$ cat src/rtl/readback_controller.sv
// readback_controller: decodes the 0x0B read command, prefetches frame-buffer words and serializes them to tx bytes
// Ports: clk_sys, reset_n (sync, active-low); cs_n transaction frame; data_in/data_in_ready received bytes;
//   color_format pixel size; tx_load/tx_byte/tx_valid byte shifter side; address_mem/rd_mem/fifo_full_mem/
//   data_in_mem/data_in_ready_mem memory read port; underrun, busy status.
// Optional feature: define READBACK_HEADER_EN to send 0x5A ahead of the read data.
module readback_controller #(
    parameter int ADDRESS_WIDTH  = 25,
    parameter int DATA_WIDTH     = 16,
    parameter int PREFETCH_DEPTH = 4
) (
    input  logic                     clk_sys,
    input  logic                     reset_n,
    input  logic                     cs_n,
    input  logic [7:0]               data_in,
    input  logic                     data_in_ready,
    input  logic                     color_format,
    input  logic                     tx_load,
    output logic [7:0]               tx_byte,
    output logic                     tx_valid,
    output logic [ADDRESS_WIDTH-1:0] address_mem,
    output logic                     rd_mem,
    input  logic                     fifo_full_mem,
    input  logic [DATA_WIDTH-1:0]    data_in_mem,
    input  logic                     data_in_ready_mem,
    output logic                     underrun,
    output logic                     busy
);
    localparam int PW = $clog2(PREFETCH_DEPTH);
    localparam int CW = PW + 1;
    typedef enum logic [1:0] {IDLE, ADDR, STREAM, DONE} state_t;
    state_t state, state_n;
    logic cs_m, cs_s;
    logic [1:0] bcnt;
    logic [23:0] addr_sr;
    logic [31:0] addr_full;
    logic [ADDRESS_WIDTH-1:0] rd_addr;
    logic fmt, half, hdr;
    logic [CW-1:0] outstanding, discard, fifo_count;
    logic [PW-1:0] wr_ptr, rd_ptr;
    logic [DATA_WIDTH-1:0] fifo_mem [PREFETCH_DEPTH];
    logic [DATA_WIDTH-1:0] head, nxt;
    logic abort, enter_stream, issue, push, pop, more;

    function automatic logic [7:0] pick(input logic [15:0] w, input logic hi);
        return hi ? w[15:8] : w[7:0];
    endfunction

    assign abort        = cs_s;
    assign addr_full    = {addr_sr, data_in};
    assign enter_stream = state == ADDR && data_in_ready && bcnt == 2'd3 && !abort;
    // Budget counts words already queued plus words still in flight, so the FIFO cannot overflow.
    assign issue = state == STREAM && !abort && !fifo_full_mem && discard == '0 &&
                   ({1'b0, fifo_count} + {1'b0, outstanding}) < (CW+1)'(PREFETCH_DEPTH);
    // Responses owed to an aborted transaction are swallowed while discard is nonzero.
    assign push  = data_in_ready_mem && discard == '0 && state == STREAM && !abort;
    assign pop   = tx_load && tx_valid && !hdr && (!fmt || half);
    assign head  = fifo_mem[rd_ptr];
    // Next word after a pop; bypass the incoming response when it lands in the slot being exposed.
    assign more  = fifo_count > CW'(1) || push;
    assign nxt   = fifo_count > CW'(1) ? fifo_mem[rd_ptr + PW'(1)] : data_in_mem;
    assign busy  = state != IDLE || outstanding != '0;

    always_ff @(posedge clk_sys) begin
        if (!reset_n) begin
            cs_m <= 1'b1;
            cs_s <= 1'b1;
        end else begin
            cs_m <= cs_n;
            cs_s <= cs_m;
        end
    end

    always_ff @(posedge clk_sys) state <= !reset_n ? IDLE : state_n;

    always_comb begin
        state_n = state;
        if (abort)
            state_n = IDLE;
        else if (data_in_ready) begin
            case (state)
                IDLE:    state_n = data_in == 8'h0B ? ADDR : DONE;
                ADDR:    state_n = bcnt == 2'd3 ? STREAM : ADDR;
                default: state_n = state;
            endcase
        end
    end

    always_ff @(posedge clk_sys) begin
        if (!reset_n || abort) begin
            bcnt    <= '0;
            addr_sr <= '0;
        end else if (state == ADDR && data_in_ready) begin
            bcnt    <= bcnt + 2'd1;
            addr_sr <= addr_full[23:0];
        end
    end

    always_ff @(posedge clk_sys) begin
        if (!reset_n) begin
            rd_addr     <= '0;
            address_mem <= '0;
            rd_mem      <= 1'b0;
            fmt         <= 1'b0;
        end else begin
            rd_mem <= issue;
            if (enter_stream) begin
                rd_addr <= addr_full[ADDRESS_WIDTH-1:0];
                fmt     <= color_format;
            end else if (issue) begin
                address_mem <= rd_addr;
                rd_addr     <= rd_addr + ADDRESS_WIDTH'(1);
            end
        end
    end

    // outstanding is counted at issue time and deliberately survives abort.
    always_ff @(posedge clk_sys) begin
        if (!reset_n) begin
            outstanding <= '0;
            discard     <= '0;
        end else begin
            outstanding <= outstanding + CW'(issue) - CW'(data_in_ready_mem);
            if (abort)
                discard <= outstanding - CW'(data_in_ready_mem);
            else if (data_in_ready_mem && discard != '0)
                discard <= discard - CW'(1);
        end
    end

    always_ff @(posedge clk_sys) begin
        if (!reset_n || abort) begin
            wr_ptr     <= '0;
            rd_ptr     <= '0;
            fifo_count <= '0;
        end else begin
            if (push)
                wr_ptr <= wr_ptr + PW'(1);
            if (pop)
                rd_ptr <= rd_ptr + PW'(1);
            fifo_count <= fifo_count + CW'(push) - CW'(pop);
        end
    end

    always_ff @(posedge clk_sys) if (push) fifo_mem[wr_ptr] <= data_in_mem;

    // The word being transmitted stays at the FIFO head until its last byte is taken.
    always_ff @(posedge clk_sys) begin
        if (!reset_n || abort) begin
            tx_byte  <= '0;
            tx_valid <= 1'b0;
            half     <= 1'b0;
            hdr      <= 1'b0;
            underrun <= 1'b0;
        end else begin
            if (tx_load && !tx_valid)
                underrun <= 1'b1;
`ifdef READBACK_HEADER_EN
            if (enter_stream) begin
                tx_byte  <= 8'h5A;
                tx_valid <= 1'b1;
                hdr      <= 1'b1;
            end else
`endif
            if (tx_load && tx_valid) begin
                if (hdr) begin
                    hdr      <= 1'b0;
                    tx_valid <= fifo_count != '0;
                    tx_byte  <= fifo_count != '0 ? pick(head, fmt) : 8'h00;
                end else if (!pop) begin
                    half    <= 1'b1;
                    tx_byte <= head[7:0];
                end else begin
                    half     <= 1'b0;
                    tx_valid <= more;
                    tx_byte  <= more ? pick(nxt, fmt) : 8'h00;
                end
            end else if (!tx_valid && fifo_count != '0 && state == STREAM) begin
                tx_valid <= 1'b1;
                tx_byte  <= pick(head, fmt);
            end
        end
    end
endmodule

$ cat config.mk
export PLATFORM = sky130hd
export DESIGN_NAME = readback_controller
export DESIGN_NICKNAME = d
export VERILOG_FILES = /design/src/rtl/readback_controller.sv
export SDC_FILE = /design/constraint.sdc
export NUM_CORES = 1
export LEC_CHECK = 0
export CAP_MARGIN = 20
export CELL_PAD_IN_SITES_DETAIL_PLACEMENT = 1
export CELL_PAD_IN_SITES_GLOBAL_PLACEMENT = 2
export CORE_MARGIN = 3
export CORE_UTILIZATION = 35
export CTS_BUF_LIST = sky130_fd_sc_hd__clkbuf_8
export DETAILED_ROUTE_END_ITERATION = 12
export DONT_BUFFER_PORTS = 1
export HOLD_SLACK_MARGIN = 0.08
export PLACE_DENSITY_LB_ADDON = 0.12
export SLEW_MARGIN = 15
export SYNTH_ARGS = -nofsm -noshare
export SYNTH_HDL_FRONTEND = slang
export SYNTH_SLANG_ARGS = --single-unit
$ cat constraint.sdc
create_clock -name clk_sys -period 9.55 [get_ports clk_sys]
set_clock_uncertainty 0.1 [all_clocks]
set_input_delay 1.91 -clock clk_sys [delete_from_list [all_inputs] [get_ports clk_sys]]
set_output_delay 1.91 -clock clk_sys [all_outputs]
set_load 0.05 [all_outputs]
==> run summary, run 1 <==
The first global-routing pass estimated 34100 microns of wire. Timing would allow up to 220 MHz. Cell area after layout: 8240 sq um. Setup repair after global routing left no endpoint under its margin. The slowest cell on the critical path is nor4_1. Global routing consumed, on the met3 layer, 4.45% of the routing resources.

The routed design has 21200 microns of wire. The run gives 0 as the number of pins with negative max-slew slack in the final report. Setup violations remaining at the end of the flow were counted as 0.

The number of primary I/O pins came out at 69. The region available for standard cell placement spans 21200 sq um. For this design, the CTS-stage hold fixing added 0 buffers. The largest net degree at the start of global routing is 55. The fraction of registers with async set/reset works out to 0%. Summed over all nets, the switching power comes to 336 uW. Count of flip-flops with a built-in enable after synthesis: 64. Across all layers, the routed design uses 5678 vias. For this run, the leading register cell type out of synthesis is dfxtp_1.

The post-cts sizing count was 0. After clock tree synthesis, the clock-pin slew on the worst setup and hold paths is 0.10 ns. The first detailed-routing pass ran for 8 iterations. The combined global-route utilization of all metal layers came out at 18.2%.

Combinational logic burns 3.8% of the power. STA puts the critical path data arrival time at 4.75 ns. At the end of routability-driven placement, the weighted congestion stood at 0.808. The number of cells on the worst hold path was 1.

Per report_power, the sequential group accounts for 57.9% of the total. TritonCTS built the clock tree. The run gives 0 ns as the summed negative setup slack over all endpoints. Global routing used 27.4% of the available met2 tracks.

The number of global-route vias before repair was 5975; the final number of hold-violating endpoints was 0. The run finished with clean final reports. The reported max-cap violation count was 0; the sink count of the clock tree was 165. The cell count of the worst reg-to-reg path is 12.

Of all nets on the critical path, the largest fanout is 40. The ratio of total power to cell area is 155 nW/um^2. The average footprint of a synthesized cell was 10.4 sq um; the aggregate global routing overflow was 0. Number of warnings reported in the yosys synthesis log: 0.

Of the available clock period, the critical path in the final layout requires 47.5%. The worst setup path is captured at a flip-flop. The worst-margin pin slew was 1.07 ns; the number of distinct library cell variants in the gate-level netlist after synthesis was 56.

In this run the cell area of the synthesized design comes to 7650 sq um. The die covers 23700 sq um. The final layout net count is 771.

Global routing consumed, on the met1 layer, 26.6% of the routing resources. The H-tree was split into 4 levels. The number of nets handed over by synthesis was 789. The post-layout minimum cycle time is 4.54 ns. Of the total power, the clock network draws 38.3%. The synthesized instance count is 737. The worst setup path is launched from an input pin. The switching share of total power was 26.2%. The initial antenna violation count came out at 1. The maximum single-stage delay on the critical path works out to 0.42 ns. The layer flagged by global routing as most heavily used is met2. The run gives 945 uW as the internal power component. For the maximum clock insertion buffer count, the log shows 2. Once detailed placement completed, the half-perimeter wirelength came to 14600 microns. The worst setup path is of the input pin to flip-flop kind. The logs give 0.0756 mV for the maximum vdd drop and 0.00260 uW for the cell leakage power. The number of antenna diodes in the final layout is 0.

From bottom edge to top edge, the die measures 154 microns. The initialized floorplan defines 53 standard-cell rows. The average detailed-routed wire length per instance is 21.1 microns, and the die boundary width is 154 microns. The area added between synthesis and finish came out at 7.72%. The logs give 0 for the number of nets with antenna violations after routing and 36.0% for the effective utilization at floorplan. For the insertion delay to the later sink of the worst-skew pair, the log shows 0.47 ns.

The post-route netlist has 11.5% of its cells at a drive strength greater than 1. After detailed routing, the number of vias per cell comes to 5.64. The count of buffers added on input and output ports is 0. The logs give 51.6% for the sequential cell area fraction in the yosys report and 28.8% for the relative max-transition margin.

The worst min-delay path class was flip-flop to flip-flop. STA puts the critical path data required time at 9.76 ns. The tools report the library cell used as clock root buffer as clkbuf_8. Summing all placed instances gives a cell area of 7870 sq um.

Walking the worst path, the cells encountered are nor4_1 > and4_1 > buf_4 > inv_2 > ha_1 > inv_1 > ha_1 > fa_1 > xnor2_1 > xnor2_1 > nor2_1. The final hold slack is 0.326 ns, and the post-CTS setup-driven buffer insertion count is 0. For this block, the initial DRC count from the detailed router was 299.

In this run, CTS created clock tree buffers numbering 17. Synthesis inferred 165 register bits. The tools report the remaining design rule violation count as 0.
metrics by stage:
stage	util, %	total power, uW	setup WS [ns]	instances
after floorplan	-	797	5.08	737
after global placement	37.1	806	4.58	975
after detailed placement	37.1	808	4.48	975
after CTS	38.8	1300	4.98	1007
after global routing	38.8	1340	4.75	1007
final	38.8	1280	5.01	1007
kinds of logic after synthesis:
kind of cell | after synthesis | synth area share (%)
AND/OR/NAND/NOR | 277 | 17.0
multiplexers | 35 | 9.83
AO/OA/AOI/OAI | 161 | 13.4
XOR/XNOR | 11 | 1.26
buffers and inverters | 68 | 3.50
adder cells (fa/ha/maj) | 20 | 3.47
flip-flops | 165 | 51.6
area by class of cell:
class	count	area, sq um
inverter	25	93.8
fill	2382	13000
timing repair buffer	6	45.0
clock buffer	17	234
tap	275	344
sequential	165	3940
clock inverter	15	136
multi-input combinational	504	3440
placed cells by master (no fill, tap or decap), types with 9 or more instances in the layout:
master    netlist  layout
nand2_1       142     142
dfxtp_1       101     101
a21oi_1        84      84
edfxtp_1       64      64
nor2_1         36      36
mux4_2         32      32
nand3_1        28      28
inv_1          23      23
ha_1           18      18
clkbuf_8        0      17
and3_1         16      16
a211oi_1       14      14
nor3_1         13      12
o21ai_0        12      12
xnor2_1        10      10
a32o_1          9       9
Yosys cell counts (all sizes together), types with 13 or more instances:
library cell / count / area, sq um
nand3: 28 / 140
nor3: 13 / 65.1
inv: 25 / 93.8
nand2: 142 / 533
edfxtp: 64 / 1920
nor2: 36 / 135
and3: 17 / 108
a21oi: 84 / 420
ha: 18 / 225
dfxtp: 101 / 2020
mux4: 32 / 721
a211oi: 14 / 105
clkbuf: 31 / 116
layer usage:
layer / part of all wire, % / up-vias
met2: 44 / 92
met1: 50 / 2905
met3: 5.1 / 21
met4: 1.3 / 2
li1: - / 2658
met5: 0.052 / -
critical path, delay by kind of cell:
family	cells	cell delay [ns]
AND/OR/NAND/NOR	3	0.72
XOR/XNOR	2	0.34
buffers and inverters	3	0.78
adder cells (fa/ha/maj)	3	0.98
power by group through the flow:
stage | Clock [uW] | Combinational, uW | Sequential, uW
global placement | 0 | 48.0 | 759
floorplan | 0 | 41.5 | 756
detailed placement | 0 | 49.3 | 759
finish | 491 | 48.5 | 742
CTS | 507 | 49.5 | 743
global route | 537 | 55.1 | 744
sequential cells by signal, indices dropped and copies added, names as in the netlist, 3 cells and up, named ones only:
register     cells
fifo_mem        64
address_mem     25
rd_addr         25
addr_sr         17
tx_byte          8
discard          3
fifo_count       3
outstanding      3
final timing paths:
kind	from	to	slack, ns
hold reg to reg	cs_m$_SDFF_PN1_	abort$_SDFF_PN1_	0.33
setup reg to reg	outstanding[2]$_SDFF_PN0_	outstanding[2]$_SDFF_PN0_	5.84
setup / recovery	fifo_full_mem	outstanding[2]$_SDFF_PN0_	5.01
hold / removal	cs_m$_SDFF_PN1_	abort$_SDFF_PN1_	0.33
No activity file was read; power rests on OpenSTA's default activity.
==> run 2: changes to the inputs <==
Clock period 9.55 ns to 3.7 ns, I/O delays scaled along.
==> run summary, run 2 (synthesized netlist as in run 1, its figures left out) <==
The number of pins with negative max-slew slack in the final report was 0. The core area was 21200 sq um; the remaining design rule violation count was 0. Among cell families on the critical path, the largest total delay comes from adder cells. The largest registers in the layout are fifo_mem (64), address_mem (25), rd_addr (25).

TritonCTS built the clock tree. Footprint of the multi-input gates: 3440 sq um. Most common library cell in the layout ignoring fill and taps: nand2_1. The data required time at the worst endpoint is 3.93 ns. Traced cell by cell, the critical path runs through ha_1 > nor4_1 > and4_1 > inv_2 > ha_1 > inv_1 > ha_1 > fa_1 > xnor2_1 > xnor2_1 > nor2_1. The run gives 0 as the final number of hold-violating endpoints. Based on the critical path, the design can be clocked at up to 326 MHz.

Setup repair after global routing left no endpoint under its margin. Of the available clock period, the critical path in the final layout requires 82.8%. Summed over all layers, the global routing overflow is 0. Cell leakage power: 0.00266 uW. The cell seen most often among critical-path stages is ha_1.

Cell count of the worst reg-to-reg path: 11. For this run, the slowest stage of the critical path takes 0.43 ns. Along the worst path, the maximum fanout reaches 4. For this design, the CTS-stage hold fixing added 0 buffers. The logs give 3940 sq um for the flip-flop and latch area and 0.226 mV for the maximum vdd drop. The floorplan has 53 rows. The routed layout has 5672 vias. The run finished with clean final reports. Across every metal layer, demand over resource in global routing totals 18.6%.

The run gives 3300 uW as the post-route total power. STA classifies the critical path endpoint as a flip-flop. The tools report the library cell used as clock root buffer as clkbuf_8. The critical path contains buffers and inverters numbering 2 combined.

The port buffer count was 0. Headroom to the max-slew limit came out at 33.7%. The insertion delay to the later sink of the worst-skew pair came out at 0.46 ns. The critical path startpoint category was a flip-flop. Once detail routing completed, the nets flagged for antenna violations numbered 0. The height of the die was 154 microns. The worst reg2reg path endpoint is outstanding[2]$_SDFF_PN0_. Entering global routing, the biggest net connects 54 pins. In this run, CTS created clock tree buffers numbering 17.

The flip-flop count of the largest register after layout works out to 64. The global-route wire length before repair was 34500 microns; the die boundary width was 154 microns. In this run the number of H-tree levels came out at 4. Number of cells on the worst hold path: 1.

The start point of the worst hold path was reset_n. Reg2reg setup slack: 0.64 ns. Once detailed placement completed, the half-perimeter wirelength came to 15100 microns. For this design, the slowest cell found on the critical path is dfxtp_1. The setup path with the least slack is of type flip-flop to flip-flop.

The run gives 69 as the number of primary I/O pins. The largest register by flop count was fifo_mem. The first TritonRoute pass finished after 4 iterations.

The most critical setup path has its startpoint at outstanding[2]$_SDFF_PN0_. The tool flagged a number of max-cap violations equal to 0. The startpoint identified for the worst register-to-register timing path is outstanding[2]$_SDFF_PN0_.

The initial antenna violation count was 0. For the weighted congestion at the end of routability-driven global placement, the log shows 0.830. The worst min-delay path class was input pin to flip-flop. The DRC violation total after the first TritonRoute iteration is 405. In the final routed layout, each cell accounts on average for 21.4 microns. The worst-margin pin slew is 0.992 ns. Of the cells placed in the final design, the portion with a size suffix greater than 1 is 12.6%. In this run the power density over the cells is 397 nW/um^2. End point of the most critical hold path: cs_m$_SDFF_PN1_.

The smallest clock period supported by the final layout is computed as 3.06 ns. The layout has 2373 filler cells. The worst path arrival time is 3.30 ns. Effective utilization at floorplan: 36.0%.

The number of endpoints failing setup at the final stage was 0; the detailed-route wire length was 21800 microns. The longest clock path from root to sink contains 2 buffers. The run gives 0 as the number of inserted diodes. After detailed routing, the number of vias per cell comes to 5.57. The die covers 23700 sq um.

The sink count of the clock tree is 165, and the number of global-route vias before repair is 5912. Setup total negative slack on the finished layout was measured at 0 ns. The number of setup buffers added after CTS is 0.

Clock-pin slew was measured on the worst setup and hold paths at 0.09 ns. From synthesis to final layout, the design area changed by 8.78%. The number of gates resized after CTS was 0. Final layout net count: 783. In the layout the commonest cells are 142 x nand2_1, 101 x dfxtp_1, 84 x a21oi_1, 64 x edfxtp_1, 36 x nor2_1.
## run 2: cell count changes in the layout (fill, tap and decap cells not counted), sizes merged
cell,delta
buf,+12
bufinv,+1
inv,-3
clkinv,+3
clkinvlp,-1
## run 2: worst max path at each step
stage	end	slack [ns]	depth (start not counted)
finish	outstanding[2]$_SDFF_PN0_	0.64	11
global route	outstanding[2]$_SDFF_PN0_	0.39	11
CTS	outstanding[2]$_SDFF_PN0_	0.62	11
detailed placement	outstanding[2]$_SDFF_PN0_	0.49	10
global placement	outstanding[2]$_SDFF_PN0_	0.74	10
floorplan	outstanding[2]$_SDFF_PN0_	0.40	13
## run 2: worst reg2reg max path, cell delays in order (launching register included)
cell	delay, ns
dfxtp_1	0.43
ha_1	0.27
nor4_1	0.40
and4_1	0.32
inv_2	0.06
ha_1	0.29
inv_1	0.05
ha_1	0.19
fa_1	0.40
xnor2_1	0.24
xnor2_1	0.16
nor2_1	0.05
## run 2: cell type report
cell class / count / share of cell area [%]
clock buffer: 17 / 2.81
clock inverter: 15 / 1.53
inverter: 25 / 1.13
multi-input combinational: 504 / 41.4
sequential: 165 / 47.4
tap: 275 / 4.13
timing repair buffer: 18 / 1.62
## run 2: stage by stage
stage / setup slack (ns) / util, % / instance area (sq um) / hold slack [ns] / instances
after floorplan: 0.397 / - / 7650 / 0.286 / 737
after global placement: 0.737 / 37.5 / 7960 / 0.292 / 987
after detailed placement: 0.494 / 37.5 / 7960 / 0.310 / 987
after CTS: 0.622 / 39.2 / 8320 / 0.225 / 1019
after global routing: 0.393 / 39.2 / 8320 / 0.225 / 1019
final: 0.636 / 39.2 / 8320 / 0.257 / 1019
## run 2: layer usage
metal	part of all wire [%]	global-route usage [%]	wire [microns]
met1	50	27.3	10900
met2	44	27.7	9520
met3	5.2	5.21	1120
met4	1.0	4.25	223
met5	0	0	0
## run 2: power breakdown
group / switching [uW] / internal [uW]
combinational: 87.2 / 50.9
sequential: 16.8 / 1900
clock: 717 / 535
total: 821 / 2480
==> run 3: changes to the inputs <==
Clock period 3.7 ns to 3.15 ns, I/O delays scaled along.
==> run summary, run 3 (synthesized netlist as in run 1, its figures left out) <==
The run finished with clean final reports. Summing all placed instances gives a cell area of 8000 sq um. From left edge to right edge, the die measures 154 microns.

In the layout the commonest cells are 142 x nand2_1, 101 x dfxtp_1, 84 x a21oi_1, 64 x edfxtp_1, 36 x nor2_1. For the relative max-transition margin, the log shows 40.4%. The first global-routing pass estimated 34500 microns of wire.

The fraction of layout cells with a size suffix above 1 was 13.6%. Summing all non-filler instances in the final layout gives an area of 8380 sq um. The repair_antennas step left the layout with diodes totalling 0.

The first detailed-routing pass took 4 iterations. The largest single stage delay on the critical path is 0.44 ns. For the data required time at the worst endpoint, the log shows 3.38 ns. The type of element capturing the critical path is a flip-flop. The peak clock frequency supported by timing is 349 MHz. Entering global routing, the biggest net connects 54 pins. met2 is the most crowded layer. For the number of levels in the clock H-tree, the log shows 4. In this run, the number of DRC markers left after iteration 0 of detailed routing was 284. Once the floorplan was initialized, standard cells occupied 36.0% of the core. For the number of endpoints failing setup at the final stage, the log shows 0. The initial antenna violation count was 0. Across all hold checks on the routed design, the worst slack comes to 0.140 ns. Detailed placement finished with a half-perimeter wire length of 15200 microns. The worst min-delay path class is input pin to flip-flop.

The port buffer count was 0. The height of the die works out to 154 microns. The worst-margin pin slew came out at 0.891 ns. The run gives 0.241 ns as the setup slack at placement.

Summed over all layers, the global routing overflow is 0. Most common library cell in the layout ignoring fill and taps: nand2_1. The final core utilization is 39.5%, and the highest fanout seen on the critical path is 4. Global routing consumed, on the met3 layer, 4.59% of the routing resources. The critical path startpoint category was a flip-flop. After the last flow step, the layout net total stands at 788.

The tool flagged a number of max-cap violations equal to 0. The combined global-route utilization of all metal layers is 18.6%, and the met1 global-route usage is 27.5%. Fill cells in the final layout number 2380.

Buffers inserted to repair hold after CTS numbered 0. The tools report the library cell used as clock root buffer as clkbuf_8. In this run the core area contains 53 standard-cell rows.

The number of pins with negative max-slew slack in the final report is 0, and the worst setup slack after layout is 0.283 ns. The final number of hold-violating endpoints was 0; the worst path arrival time was 3.09 ns. The flip-flop count of the largest register after layout was 64. After clock tree synthesis, the repair step resized 0 gates. The ratio of total power to cell area works out to 468 nW/um^2. Net switching is 25.2% of the power.

The number of nets with antenna violations after routing was 0. Across the VDD grid, the largest voltage drop is 0.228 mV. The detailed-route wire length is 21700 microns. The largest registers in the layout are fifo_mem (64), address_mem (25), rd_addr (25).

Clock tree synthesis inserted a total of 17 buffers. Registers are responsible for 57.4% of the overall power. The die covers 23700 sq um.

The share of total power dissipated in the clock network is 38.6%. At the later pin of the worst-skew pair, clock insertion delay measures 0.47 ns. For this design, the slowest cell found on the critical path is dfxtp_1. Clock tree synthesis found a total of 165 sinks. The critical path is of the flip-flop to flip-flop type. After routing, the total negative slack on setup checks comes to 0 ns. The run gives 69 as the number of primary I/O pins.

The signal on the critical path passes through ha_1 > nor4_2 > and4_1 > inv_2 > ha_1 > inv_1 > ha_1 > fa_1 > xnor2_1 > xnor2_1 > nor2_1. The via-per-instance ratio came out at 5.54. For this run, global-route usage on met2 was measured as 27.6%.

The overall via count from detail_route was 5670; the area added between synthesis and finish was 9.58%. The average detailed-routed wire length per instance is 21.2 microns, and the post-CTS setup-driven buffer insertion count is 0. The clock-pin slew of the registers on the worst-case setup and hold paths came out at 0.10 ns.

Combinational logic is responsible for 4.0% of the overall power. The part of the cycle the worst path needs is 91.0%. The number of global-route vias before repair is 5867, and the internal power component is 2930 uW.

The weighted congestion at the end of routability-driven global placement was 0.811; the cell leakage power was 0.00269 uW. The logs give 0 for the remaining design rule violation count and 21200 sq um for the core area. Setup repair after global routing left no endpoint under its margin. TritonCTS built the clock tree.

Counting stages on the worst path, the most repeated cell is ha_1. No sink is reached through more buffers than the 2 on the longest clock path. The largest register by flop count was fifo_mem. The worst path in the final design needs a cycle of 2.87 ns, including I/O delays and setup. The run gives 986 uW as the switching power total.
-- run 3: changes by cell type in the layout (fill, tap and decap cells not counted), sizes merged --
cell      delta
clkinvlp     +2
buf          +5
inv          +3
clkinv       -5
-- run 3: power by group through the flow --
stage	combinational [uW]	sequential [uW]	clock [uW]
finish	158	2250	1510
global route	178	2250	1670
CTS	160	2250	1570
detailed placement	159	2300	0
global placement	155	2300	0
floorplan	128	2290	0
-- run 3: cell type report --
| type | instances | area [sq um] | share of cell area, % |
|---|---|---|---|
| repair buffers | 23 | 173 | 2.06 |
| clock buffers | 17 | 234 | 2.79 |
| inverters | 25 | 93.8 | 1.12 |
| multi-input cells | 504 | 3450 | 41.1 |
| clock inverters | 15 | 145 | 1.73 |
| well taps | 275 | 344 | 4.10 |
| flip-flops and latches | 165 | 3940 | 47.0 |
-- run 3: metal layers --
metal / vias to the layer above / wire length, microns
li1: 2686 / -
met1: 2862 / 10800
met2: 111 / 9540
met3: 11 / 1150
met4: 0 / 201
met5: - / 0
-- run 3: worst paths after layout --
kind	startpoint	end	slack [ns]	depth (start not counted)
max	outstanding[2]$_SDFF_PN0_	outstanding[2]$_SDFF_PN0_	0.28	11
min	reset_n	abort$_SDFF_PN1_	0.14	1
max reg2reg	outstanding[2]$_SDFF_PN0_	outstanding[2]$_SDFF_PN0_	0.28	11
min reg2reg	cs_m$_SDFF_PN1_	abort$_SDFF_PN1_	0.32	1
-- run 3: critical path: cells and delay by family (launching register included) --
kind                     cells  cell delay [ns]
adder cells (fa/ha/maj)      4             1.11
flip-flops                   1             0.44
buffers and inverters        2             0.09
AND/OR/NAND/NOR              3             0.62
XOR/XNOR                     2             0.37
-- run 3: through the flow --
step	cells	power (uW)
2_1_floorplan	737	2420
3_3_place_gp	992	2450
3_5_place_dp	992	2460
4_1_cts	1024	3980
5_1_grt	1024	4100
6_report	1024	3920
